[src/rtl/multicycle_control.sv]
// Multi-cycle RV32I-subset main controller: sequences fetch/decode/execute/memory/writeback
// over a shared datapath, with memory-ready timeout, sticky trap and retired-instruction counter.
module multicycle_control #(
  parameter int unsigned MEM_TIMEOUT = 15,
  parameter int unsigned CNT_W       = 16
) (
  input  logic             clk,
  input  logic             rst_n,
  input  logic [6:0]       opcode,
  input  logic             zero,
  input  logic             mem_ready,
  output logic             pc_write,
  output logic             ir_write,
  output logic             iord,
  output logic             mem_read,
  output logic             mem_write,
  output logic             reg_write,
  output logic             mem_to_reg,
  output logic             alu_src_a,
  output logic [1:0]       alu_src_b,
  output logic [1:0]       alu_op,
  output logic             pc_src,
  output logic             trap,
  output logic [1:0]       trap_cause,
  output logic [CNT_W-1:0] instr_count,
  output logic [3:0]       state
);

  typedef enum logic [3:0] {
    S_FETCH     = 4'd0,
    S_DECODE    = 4'd1,
    S_MEM_ADDR  = 4'd2,
    S_MEM_READ  = 4'd3,
    S_MEM_WB    = 4'd4,
    S_MEM_WRITE = 4'd5,
    S_EXECUTE   = 4'd6,
    S_ALU_WB    = 4'd7,
    S_BRANCH    = 4'd8,
    S_TRAP      = 4'd9
  } state_t;

  localparam logic [6:0] OP_R      = 7'b0110011;
  localparam logic [6:0] OP_LOAD   = 7'b0000011;
  localparam logic [6:0] OP_STORE  = 7'b0100011;
  localparam logic [6:0] OP_BRANCH = 7'b1100011;

  localparam logic [1:0] CAUSE_NONE    = 2'b00;
  localparam logic [1:0] CAUSE_ILLEGAL = 2'b01;
  localparam logic [1:0] CAUSE_TIMEOUT = 2'b10;

  localparam logic [7:0] WAIT_LAST = 8'(MEM_TIMEOUT - 1);

  state_t           state_q, state_d;
  logic [6:0]       op_q;
  logic [7:0]       wait_q;
  logic             trap_q;
  logic [1:0]       cause_q, cause_d;
  logic [CNT_W-1:0] count_q;
  logic             retire;
  logic             waiting;
  logic             timeout;

  assign waiting = (state_q == S_FETCH) || (state_q == S_MEM_READ) || (state_q == S_MEM_WRITE);
  assign timeout = waiting && !mem_ready && (wait_q == WAIT_LAST);

  // NOTE: every variable written here gets a default first so no latch is inferred.
  always_comb begin
    state_d = state_q;
    cause_d = CAUSE_NONE;
    retire  = 1'b0;
    case (state_q)
      S_FETCH: begin
        if (mem_ready) begin
          state_d = S_DECODE;
        end else if (timeout) begin
          state_d = S_TRAP;
          cause_d = CAUSE_TIMEOUT;
        end
      end
      S_DECODE: begin
        case (opcode)
          OP_R:               state_d = S_EXECUTE;
          OP_LOAD, OP_STORE:  state_d = S_MEM_ADDR;
          OP_BRANCH:          state_d = S_BRANCH;
          default: begin
            state_d = S_TRAP;
            cause_d = CAUSE_ILLEGAL;
          end
        endcase
      end
      S_MEM_ADDR: state_d = (op_q == OP_LOAD) ? S_MEM_READ : S_MEM_WRITE;
      S_MEM_READ: begin
        if (mem_ready) begin
          state_d = S_MEM_WB;
        end else if (timeout) begin
          state_d = S_TRAP;
          cause_d = CAUSE_TIMEOUT;
        end
      end
      S_MEM_WB: begin
        state_d = S_FETCH;
        retire  = 1'b1;
      end
      S_MEM_WRITE: begin
        if (mem_ready) begin
          state_d = S_FETCH;
          retire  = 1'b1;
        end else if (timeout) begin
          state_d = S_TRAP;
          cause_d = CAUSE_TIMEOUT;
        end
      end
      S_EXECUTE: state_d = S_ALU_WB;
      S_ALU_WB, S_BRANCH: begin
        state_d = S_FETCH;
        retire  = 1'b1;
      end
      S_TRAP:  state_d = S_TRAP;
      default: state_d = S_FETCH;
    endcase
  end

  // Moore decode; FETCH and BRANCH gate their PC/IR enables with the live handshake inputs.
  always_comb begin
    pc_write   = 1'b0;
    ir_write   = 1'b0;
    iord       = 1'b0;
    mem_read   = 1'b0;
    mem_write  = 1'b0;
    reg_write  = 1'b0;
    mem_to_reg = 1'b0;
    alu_src_a  = 1'b0;
    alu_src_b  = 2'b00;
    alu_op     = 2'b00;
    pc_src     = 1'b0;
    case (state_q)
      S_FETCH: begin
        mem_read  = 1'b1;
        alu_src_b = 2'b01;
        pc_write  = mem_ready;
        ir_write  = mem_ready;
      end
      S_DECODE:   alu_src_b = 2'b10;
      S_MEM_ADDR: begin
        alu_src_a = 1'b1;
        alu_src_b = 2'b10;
      end
      S_MEM_READ: begin
        mem_read = 1'b1;
        iord     = 1'b1;
      end
      S_MEM_WB: begin
        reg_write  = 1'b1;
        mem_to_reg = 1'b1;
      end
      S_MEM_WRITE: begin
        mem_write = 1'b1;
        iord      = 1'b1;
      end
      S_EXECUTE: begin
        alu_src_a = 1'b1;
        alu_op    = 2'b10;
      end
      S_ALU_WB: reg_write = 1'b1;
      S_BRANCH: begin
        alu_src_a = 1'b1;
        alu_op    = 2'b01;
        pc_src    = 1'b1;
        pc_write  = zero;
      end
      default: ;
    endcase
    // The state register resets to FETCH, so the enables must also be masked while reset is held.
    if (!rst_n) begin
      pc_write   = 1'b0;
      ir_write   = 1'b0;
      iord       = 1'b0;
      mem_read   = 1'b0;
      mem_write  = 1'b0;
      reg_write  = 1'b0;
      mem_to_reg = 1'b0;
      alu_src_a  = 1'b0;
      alu_src_b  = 2'b00;
      alu_op     = 2'b00;
      pc_src     = 1'b0;
    end
  end

  // NOTE: sequential state uses non-blocking assignments so all registers update from pre-edge values.
  always_ff @(posedge clk or negedge rst_n) begin
    if (!rst_n) begin
      state_q <= S_FETCH;
      op_q    <= '0;
      wait_q  <= '0;
      trap_q  <= 1'b0;
      cause_q <= CAUSE_NONE;
      count_q <= '0;
    end else begin
      state_q <= state_d;
      if (state_q == S_DECODE) op_q <= opcode;
      if (state_d != state_q) begin
        wait_q <= '0;
      end else if (waiting && !mem_ready) begin
        wait_q <= wait_q + 8'd1;
      end
      if ((state_d == S_TRAP) && (state_q != S_TRAP)) begin
        trap_q  <= 1'b1;
        cause_q <= cause_d;
      end
      if (retire) count_q <= count_q + CNT_W'(1);
    end
  end

  assign state       = state_q;
  assign trap        = trap_q;
  assign trap_cause  = cause_q;
  assign instr_count = count_q;

endmodule

[config.mk]
export PLATFORM = sky130hd
export DESIGN_NAME = multicycle_control
export DESIGN_NICKNAME = d
export VERILOG_FILES = /design/src/rtl/multicycle_control.sv
export SDC_FILE = /design/constraint.sdc
export NUM_CORES = 1
export LEC_CHECK = 0
export ABC_AREA = 1
export BUFFER_PORTS_ARGS = -buffer_cell sky130_fd_sc_hd__buf_4
export CORE_MARGIN = 4
export CORE_UTILIZATION = 49
export CTS_CLUSTER_DIAMETER = 50
export DETAILED_ROUTE_END_ITERATION = 6
export PLACE_DENSITY = 0.75
export SLEW_MARGIN = 20
export SYNTH_ARGS = -nofsm -noshare
export SYNTH_HDL_FRONTEND = slang
export SYNTH_SLANG_ARGS = --single-unit
[constraint.sdc]
create_clock -name clk -period 1.64 [get_ports clk]
set_input_delay 0.164 -clock clk [delete_from_list [all_inputs] [get_ports clk]]
set_output_delay 0.164 -clock clk [all_outputs]
set_load 0.005 [all_outputs]
## After elaboration in Yosys (flattened, before gate mapping)

Index checks and enable logic that the tools add are counted.
W data, S select, Z words.

| word-level totals | value |
|---|---|
| output and inout bits | 36 |
| bits of input ports | 11 |
| bits in registers | 38 |
| logic and storage cells | 80 |

| cells by class | value |
|---|---|
| $add $sub $neg | 2 |
| reduce and logical (&&, ||, !) cells | 17 |
| equality and inequality tests | 18 |
| multiplexer cells | 37 |

Operators by type and width:

| kind | count |
|---|---|
| $pmux W4 S7 | 1 |
| $mux W1 | 19 |
| $add A16 B1 Y16 const B | 1 |
| $eq A4 B3 Y1 const B | 4 |
| $mux W4 | 4 |
| $mux W8 | 2 |
| $eq A7 B2 Y1 const B | 2 |
| $eq A7 B6 Y1 const B | 2 |
| $eq A4 B4 Y1 const B | 3 |
| $pmux W2 S2 | 3 |
| $pmux W4 S3 | 1 |
| $reduce_or A2 Y1 | 5 |
| $reduce_or A3 Y1 | 3 |
| $add A8 B1 Y8 const B | 1 |
| $eq A4 B2 Y1 const B | 2 |
| $eq A8 B4 Y1 const B | 1 |
| $mux W2 | 4 |
| $eq A7 B7 Y1 const B | 1 |
| $eq A4 B1 Y1 const B | 1 |
| $logic_not A4 Y1 | 1 |
| $ne A4 B4 Y1 | 1 |
| $ne A4 B4 Y1 const B | 1 |
| $pmux W1 S2 | 2 |
| $reduce_or A4 Y1 | 1 |
| 5 further kinds | 8 |

## Depth between registers and ports, before layout

Gate-level depths: netlist of run 1.

| depth | value |
|---|---|
| depth after elaboration | 10 |
| depth in mapped cells | 13 |
| depth with buffers taken out | 12 |

## Least setup slack after synthesis of run 1

No wires, ideal clock.

| path | value |
|---|---|
| kind | flip-flop to flip-flop |
| start | register state_q[0], in the netlist state[0] |
| end | register count_q[12], in the netlist instr_count[12] |
| library setup time | 0.117 ns |
| cell stages (with the launch flop) | 12 |
| arrival | 1.466 ns |
| path slack | 0.057 ns |
| data required time | 1.523 ns |
| path buffers | 1 |
| clock period less this slack | 1.583 ns |
| cells stage by stage | dfrtp_1 > buf_6 > nor2_2 > nand3_1 > nand2_1 > nor2_1 > nand2_4 > nand3_4 > nor3_2 > nand2_1 > nand2_1 > nand2_1 |

| on the way | value |
|---|---|
| longest elaborated chain between the ends | 3 |
| elaborated cells between the ends (all ways) | 6 |
| classes of those cells | eq/ne (4); mux (1); reduce/logical (1) |

Ends and longest elaborated chain:

| what | line | source |
|---|---|---|
| start: declaration | 53 | `state_t state_q, state_d;` |
| start signal: assignment | 199 | `state_q <= state_d;` |
| $eq A4 B4 Y1 / $eq A4 B3 Y1 (equally long branches) | 71 | `case (state_q)` |
| $reduce_or A3 Y1 (no line) | - |  |
| $pmux W1 S2 (*) | 71 |  |
| end signal: assignment | 210 | `if (retire) count_q <= count_q + CNT_W'(1);` |
| end: declaration | 58 | `logic [CNT_W-1:0] count_q;` |

Mark *: on every way between the ends. The rest lies on a longest branch, timed or not.
A chain may end at the register's enable or synchronous reset.

## Final worst setup path of run 1

| path | value |
|---|---|
| start | register state_q[3], in the netlist state[3] |
| end | output alu_src_b[1] |

| on the way | value |
|---|---|
| longest elaborated chain between the ends | 4 |
| elaborated cells between the ends (all ways) | 6 |
| classes of those cells | eq/ne (2); mux (2); reduce/logical (2) |

Ends and longest elaborated chain:

| what | line | source |
|---|---|---|
| $eq A4 B1 Y1 / $eq A4 B2 Y1 (equally long branches) | 136 | `case (state_q)` |
| $reduce_or A2 Y1 (no line) | - |  |
| $pmux W2 S2 (*) | 136 |  |
| $mux W2 (*) | 174 | `if (!rst_n) begin` |
| end: declaration | 20 | `output logic [1:0] alu_src_b,` |

Marked as above.

==> reports/metrics.csv, run 1 <==
metric,value,unit
run status,finished with violations,
failing checks,negative setup slack,
R2R setup slack,-0.06,ns
hold endpoint,op_q[0],
critical path launch point type,register,
CTS tree,done,
I/O pins,47,
GRT Max-Usage Layer,met2,
drt first pass iters,4,
Critical Path Max Stage Delay,0.48,ns
pre-CTS setup slack,-0.112,ns
family with the most delay on the worst path,flip-flops,
H-tree Lvls,2,
drt wl/cell,13.1,um
"Cell Count, Final, Fillers Out",429,
Synth Instances,291,
Total GRT Usage,19.9,%
Core Area,0.00444,sq mm
DR vias/cell,5.07,
worst path arrival time,1.58,ns
terminus of the critical flop-to-flop path,wait_q[1],
pwr/cell area,1370,mW/mm^2
Tightest Pin Transition,0.509,ns
Hold Path Class,primary input to register,
GR Layer Usage met3,4.26,%
first-pass GRT wire length,9650,um
Net Sw Frac,38.5,%
fin worst setup slack,-0.106,ns
worst hold start,opcode[0],
NumNets Final,390,
Netlist cell types,31,
ratio of cells with drive above 1 in the final layout,39.3,%
sw power,0.00169,W
Clock Skew,0.00866,ns
Final Cycle Share,106,%
clk buf depth,2,
met1 usage,25.5,%
final count of hold timing violations,0,
final global-route overflow total,0,
Rel. slew slack,66.0,%
CP Class,register to output pin,
CP Data Required Time,1.48,ns
"Reg clk slew, reported paths",0.08,ns
unrepaired setup endpoints after global routing,true,
Post-Place Cell Area,0.00286,sq mm
I/O Buffers,46,
Mapped Nets,305,
largest net degree at the start of global routing,39,
vias in the first global route,2144,
Critical R2R Launch,state[3],
# rows,24,
warning count from the yosys run,0,
initial antenna violation count,0,
Yosys reg bits,38,
design area,0.00321,sq mm
hpwl dp,3970,um
placed instance count,410,
worst vdd ir,0.00124,V
crit-path cells,nor2_4 -> inv_2 -> nor2_4 -> buf_6 -> nor2_2 -> nor2_1 -> buf_4,
clock network power share,22.0,%
CTS root buf,clkbuf_8,
die outline height,76.3,um
Antenna diodes,0,
clock sink count,38,
Final Max Tran Viols,0,
R2R depth,11,
minimum clock period,1.75,ns
die width,76.3,um
Num CTS Buffers,5,
Initial Utilization,51.4,%
Die Area,0.00582,sq mm
Comb power frac,46.9,%
via count,2176,
maximum fanout along the worst path,5,
syn_area_per_cell,7.86,sq um
Power Internal,0.00271,W
FILL cells,328,
Max Cap Viol,0,
Layout area overhead,40.6,%
DRT iter0 DRCs,107,
crit-path most repeated cell,nor2_4,
DRC viols,0,
Crit. End Element,output pin,
P_leak,1.68,nW
GP Congestion,0.963,
critical path's slowest cell,dfrtp_2,
critical path buffer and inverter count,3,
"commonest non-fill, non-tap cells in the layout","buf_4 (76), nand2_1 (65), inv_1 (37)",
"Cell Area, Synth",0.00229,sq mm
"commonest non-fill, non-tap cell in the layout",buf_4,
ANT nets after route,0,
hold path cells,3,
met2 Use GR,34.7,%
part of the Yosys area used for sequential elements,41.6,%
register share of total power,31.1,%
Clock Latency Late Sink,0.29,ns
Final setup viols,22,
Fmax,0.573,GHz
Routed WL,5610,um
-- registers in the layout (all words and copies together), names as in the netlist --
signal,cells
instr_count,16
wait_q,8
op_q,7
state,4
trap_cause,2
trap,1
-- cell type report --
type                    instances  area [sq um]  share of cell area [%]
clock buffers                   5          68.8                    2.14
clock inverters                 3          68.8                    2.14
inverters                      43           161                    5.02
multi-input cells             206          1260                    39.1
flip-flops and latches         38           955                    29.7
well taps                      52          65.1                    2.02
repair buffers                 82           637                    19.8
-- worst max-delay path by stage --
stage / from / to / cells past startpoint
4_1_cts: state[3] / alu_src_b[1] / 7
2_1_floorplan: state[0] / instr_count[12] / 11
6_report: state[3] / alu_src_b[1] / 7
3_3_place_gp: state[3] / trap / 9
3_5_place_dp: state[3] / wait_q[0] / 11
5_1_grt: state[1] / wait_q[5] / 11
-- logic make-up (layout without fill, tap and decap cells) --
kind of cell    count (synthesis)  in the layout  share of synthesized area [%]
compound gates                 17             17                           3.94
fa+ha+maj                       3              3                           1.64
flops                          38             38                           41.6
xor+xnor                       19             19                           7.28
simple gates                  167            167                           37.3
buf+inv                        47            133                           8.26
-- power by group through the flow --
stage / Clock, W / Sequential [W] / Combinational [W]
3_5_place_dp: 0 / 0.00137 / 0.00179
3_3_place_gp: 0 / 0.00136 / 0.00175
5_1_grt: 0.00102 / 0.00140 / 0.00226
2_1_floorplan: 0 / 0.00135 / 0.00106
6_report: 0.000966 / 0.00137 / 0.00206
4_1_cts: 0.000978 / 0.00136 / 0.00191
-- routing by layer --
layer	share of wire (%)	wire length (um)
met4	1.1	59
met1	45	2510
met2	50	2800
met3	4.3	240
met5	0	0
-- timing repair --
action	4_1_cts	5_1_grt
pin swaps	4	6
endpoints found under the setup margin	27	27
cloned	0	0
hold buffers	1	0
hold endpoints to repair	38	0
setup buffers	3	7
gates resized for setup	21	24
-- Yosys cell counts --
master	n	share of area (%)
nand2_1	69	11
nor2_1	42	6.9
inv_1	40	6.6
dfrtp_1	38	42
xor2_1	16	6.1
nand3_1	11	2.4
o21ai_0	10	2.2
nand4_1	9	2.5
nand2_2	6	1.6
nor2_2	5	1.4
nor2_4	5	2.5
a21oi_1	4	0.88
nand2_4	4	2.0
nand3_4	4	3.1
nor3_1	4	0.88
ha_1	3	1.6
inv_2	3	0.49
xnor2_1	3	1.1
nand3_2	2	0.88
nor4_1	2	0.55
a31oi_1	1	0.27
buf_2	1	0.22
buf_4	1	0.33
buf_6	1	0.49
clkbuf_1	1	0.16
nand3b_1	1	0.33
nor3_2	1	0.44
nor3b_1	1	0.33
o21ai_1	1	0.22
o311ai_0	1	0.38
or2_2	1	0.27
-- tightest hold or removal path: cells and delay by family --
family | cells | cell delay [ns]
AND/OR/NAND/NOR | 2 | 0.09
buffers and inverters | 1 | 0.08
-- through the flow --
| stage | hold slack (ns) | total power [W] | utilization (%) | setup TNS (ns) |
|---|---|---|---|---|
| 6_report | 0.0847 | 0.00440 | 72.3 | -0.867 |
| 2_1_floorplan | -0.132 | 0.00241 | - | 0 |
| 3_5_place_dp | 0.272 | 0.00316 | 64.3 | -0.946 |
| 3_3_place_gp | 0.268 | 0.00311 | 64.3 | -0.244 |
| 4_1_cts | 0.0807 | 0.00426 | 69.6 | -0.614 |
| 5_1_grt | 0.0846 | 0.00468 | 72.3 | -3.39 |
No activity file was read; power rests on OpenSTA's default activity.
==> run 2, diff against run 1 <==
- CTS_BUF_LIST: not set -> sky130_fd_sc_hd__clkbuf_16
- PLACE_DENSITY: 0.75 -> 0.74
==> reports/metrics.csv, run 2 (synthesis results as in run 1) <==
metric,value,unit
run status,finished with violations,
failing checks,negative setup slack,
minimum clock period,1.73,ns
H-tree Lvls,2,
R2R depth,11,
worst path arrival time,1.57,ns
Rel. slew slack,68.1,%
met3 wire length,272,um
Tightest Pin Transition,0.478,ns
CP Data Required Time,1.48,ns
hold path cells,3,
Crit. End Element,output pin,
"Reg clk slew, reported paths",0.06,ns
FILL cells,343,
clock sink count,38,
final global-route overflow total,0,
maximum fanout along the worst path,6,
Clock Latency Late Sink,0.29,ns
design area,0.00327,sq mm
ANT nets after route,0,
Max Cap Viol,0,
die width,76.3,um
hpwl dp,3870,um
first-pass GRT wire length,8940,um
Hold WS,0.0895,ns
Core Area,0.00444,sq mm
unrepaired setup endpoints after global routing,true,
pre-CTS setup slack,-0.0490,ns
NumNets Final,391,
worst vdd ir,0.000996,V
largest net degree at the start of global routing,39,
Fmax,0.576,GHz
DR vias/cell,4.94,
Hold Path Class,primary input to register,
GP Congestion,0.923,
"commonest non-fill, non-tap cell in the layout",buf_4,
Setup TNS,-1.08,ns
metal2 WL,2660,um
Total GRT Usage,18.6,%
Final Max Tran Viols,0,
die outline height,76.3,um
DRT met1 WL,2500,um
Final setup viols,21,
Antenna diodes,0,
vias in the first global route,1965,
overall power,0.00452,W
ratio of cells with drive above 1 in the final layout,40.3,%
Clock Skew,0.00622,ns
drt first pass iters,4,
via count,2121,
worst hold start,opcode[1],
DRC viols,0,
DRT iter0 DRCs,84,
initial antenna violation count,0,
Final Cycle Share,106,%
clk buf depth,2,
critical path launch point type,register,
Layout area overhead,42.9,%
P_leak,1.70,nW
fin worst setup slack,-0.0947,ns
Initial Utilization,51.4,%
Critical R2R Launch,state[2],
"commonest non-fill, non-tap cells in the layout","buf_4 (75), nand2_1 (63), inv_1 (36)",
Routed WL,5540,um
Num CTS Buffers,5,
max reg flops,16,
Worst Setup SP,state[1],
CTS root buf,clkbuf_16,
CP Class,register to output pin,
Die Area,0.00582,sq mm
drt wl/cell,12.9,um
pwr/cell area,1380,mW/mm^2
# rows,24,
I/O Buffers,46,
CTS tree,done,
final count of hold timing violations,0,
DR top layer,met4,
Post-Place Cell Area,0.00284,sq mm
I/O pins,47,
[run 2: cell types whose count changed in the layout (fill, tap and decap cells not counted), moves of 2 or more]
cell,delta
bufinv_16,-2
clkbuf_16,+5
clkbuf_8,-5
clkinv_2,+2
nand2_1,-2
nand2_4,+2
nor2_4,-2
[run 2: layer usage]
layer,vias to the layer above,GRT usage (%)
met4,0,5.07
met1,983,24.8
li1,1081,-
met5,-,0
met2,45,30.1
met3,12,4.85
[run 2: report_power, final]
group	internal, W	switching, W
sequential	0.00116	0.000205
combinational	0.00103	0.00121
clock	0.000548	0.000367
total	0.00274	0.00178
[run 2: critical path: stages (launching register included)]
cell and delay, ns:
dfrtp_2 0.47, nor2_4 0.21, nand3_2 0.11, buf_6 0.13, nor2_4 0.12, nand2_1 0.09
o21ai_2 0.05, buf_4 0.12
[run 2: stage by stage]
step,instances,util [%]
finish,429,73.5
global route,429,73.5
CTS,419,69.0
detailed placement,408,63.9
global placement,408,63.9
floorplan,291,-
[run 2: path summary, 6_finish.rpt]
| path | endpoint | slack (ns) |
|---|---|---|
| max | pc_write | -0.09 |
| min | op_q[1] | 0.09 |
| max reg2reg | wait_q[1] | -0.09 |
| min reg2reg | op_q[4] | 0.48 |
| max in group asynchronous | state[3] | 0.80 |
| min in group asynchronous | state[0] | 0.48 |
[run 2: repair_timing]
item                                    4_1_cts  5_1_grt
gates resized for setup                      18       35
endpoints found under the setup margin       23       27
hold buffers                                  1        0
endpoints found under the hold margin        38        0
pin swaps                                     4       20
buffers inserted                              3       11
[run 2: final cells by class]
cell class / instances / area, sq um / area share (%)
clock inverters: 2 / 10.0 / 0.307
inverters: 43 / 161 / 4.94
multi-input cells: 206 / 1290 / 39.5
clock buffers: 5 / 125 / 3.83
repair buffers: 83 / 661 / 20.2
flip-flops and latches: 38 / 955 / 29.2
well taps: 52 / 65.1 / 1.99
==> run 3, diff against run 2 <==
- PLACE_DENSITY: 0.74 -> 0.75
==> reports/metrics.csv, run 3 (synthesis results as in run 1) <==
metric,value,unit
run status,finished with violations,
failing checks,negative setup slack,
"commonest non-fill, non-tap cells in the layout","buf_4 (71), nand2_1 (63), inv_1 (37)",
maximum fanout along the worst path,6,
Clock Skew,0.00433,ns
Critical R2R Launch,state[3],
DRC viols,0,
pwr/cell area,1440,mW/mm^2
DR vias/cell,5.21,
clock sink count,38,
Comb power frac,44.1,%
worst vdd ir,0.00138,V
minimum clock period,1.76,ns
max reg flops,16,
I/O Buffers,46,
Hold Path Class,primary input to register,
"commonest non-fill, non-tap cell in the layout",buf_4,
Power Internal,0.00297,W
Max Cap Viol,0,
Antenna diodes,0,
CTS tree,done,
largest net degree at the start of global routing,39,
Setup TNS,-1.65,ns
Worst Setup SP,state[1],
# rows,24,
Core Area,0.00444,sq mm
final global-route overflow total,0,
H-tree Lvls,2,
Fmax,0.567,GHz
Final Cycle Share,108,%
Total GRT Usage,20.8,%
I/O pins,47,
critical path launch point type,register,
Final Max Tran Viols,0,
Final setup viols,23,
Tightest Pin Transition,0.505,ns
"Reg clk slew, reported paths",0.06,ns
die width,76.3,um
unrepaired setup endpoints after global routing,true,
register share of total power,29.2,%
pre-CTS setup slack,-0.112,ns
via count,2230,
vias in the first global route,2175,
Crit. End Element,output pin,
Rel. slew slack,66.3,%
initial antenna violation count,0,
Num CTS Buffers,5,
ANT nets after route,0,
die outline height,76.3,um
sw power,0.00179,W
ratio of cells with drive above 1 in the final layout,40.4,%
R2R setup slack,-0.10,ns
clk buf depth,2,
Routed WL,6110,um
CP Class,register to output pin,
DRT iter0 DRCs,141,
drt wl/cell,14.3,um
drt first pass iters,4,
Layout area overhead,44.8,%
NumNets Final,389,
clock network power share,26.7,%
P_leak,1.72,nW
CP Data Required Time,1.48,ns
CTS root buf,clkbuf_16,
Die Area,0.00582,sq mm
hpwl dp,3970,um
Net Sw Frac,37.6,%
final count of hold timing violations,0,
fin worst setup slack,-0.125,ns
GP Congestion,0.963,
worst path arrival time,1.60,ns
Initial Utilization,51.4,%
first-pass GRT wire length,10000,um
Clock Latency Late Sink,0.28,ns
worst hold start,opcode[1],
run 3: worst paths after layout:
| check | cells after the start | to |
|---|---|---|
| max | 7 | pc_write |
| min | 3 | op_q[1] |
| max reg2reg | 11 | wait_q[5] |
| min reg2reg | 2 | op_q[0] |
| max in group asynchronous | 3 | state[0] |
| min in group asynchronous | 3 | instr_count[15] |
run 3: area by class of cell:
type | count | area [sq um]
Multi-Input combinational cell | 206 | 1290
Inverter | 43 | 161
Fill cell | 305 | 1130
Timing Repair Buffer | 81 | 644
Sequential cell | 38 | 955
Clock inverter | 3 | 68.8
Tap cell | 52 | 65.1
Clock buffer | 5 | 125
run 3: power by group through the flow:
| stage | Clock (W) | Sequential [W] | Combinational [W] |
|---|---|---|---|
| 3_5_place_dp | 0 | 0.00137 | 0.00179 |
| 2_1_floorplan | 0 | 0.00135 | 0.00106 |
| 3_3_place_gp | 0 | 0.00136 | 0.00175 |
| 5_1_grt | 0.00132 | 0.00141 | 0.00231 |
| 4_1_cts | 0.00128 | 0.00137 | 0.00190 |
| 6_report | 0.00127 | 0.00139 | 0.00210 |
run 3: worst max-delay path: stages (launching register included):
cell	delay [ns]
dfrtp_2	0.49
nor2_4	0.20
nand3_2	0.13
buf_6	0.14
nor2_4	0.11
nand2_1	0.06
o21ai_1	0.07
buf_4	0.13
run 3: through the flow:
stage	power [W]	instances	cell area (sq um)	utilization, %	hold WS [ns]
4_1_cts	0.00455	422	3130	70.5	0.0956
2_1_floorplan	0.00241	291	2290	-	-0.132
3_5_place_dp	0.00316	410	2860	64.3	0.272
3_3_place_gp	0.00311	410	2860	64.3	0.268
5_1_grt	0.00505	428	3310	74.5	0.104
6_report	0.00477	428	3310	74.5	0.0936
run 3: repair_timing:
action	4_1_cts	5_1_grt
setup buffers	3	6
hold buffers	1	0
pin swaps	4	8
hold endpoints to repair	38	0
gates resized for setup	17	40
endpoints found under the setup margin	27	31
run 3: layer usage:
metal  GRT usage (%)  wire length [um]  vias up
met5               0                 0        -
met4            4.17                78        0
met3            4.26               345       10
met2            35.8              3130       67
met1            27.0              2560     1081
li1                -                 -     1072
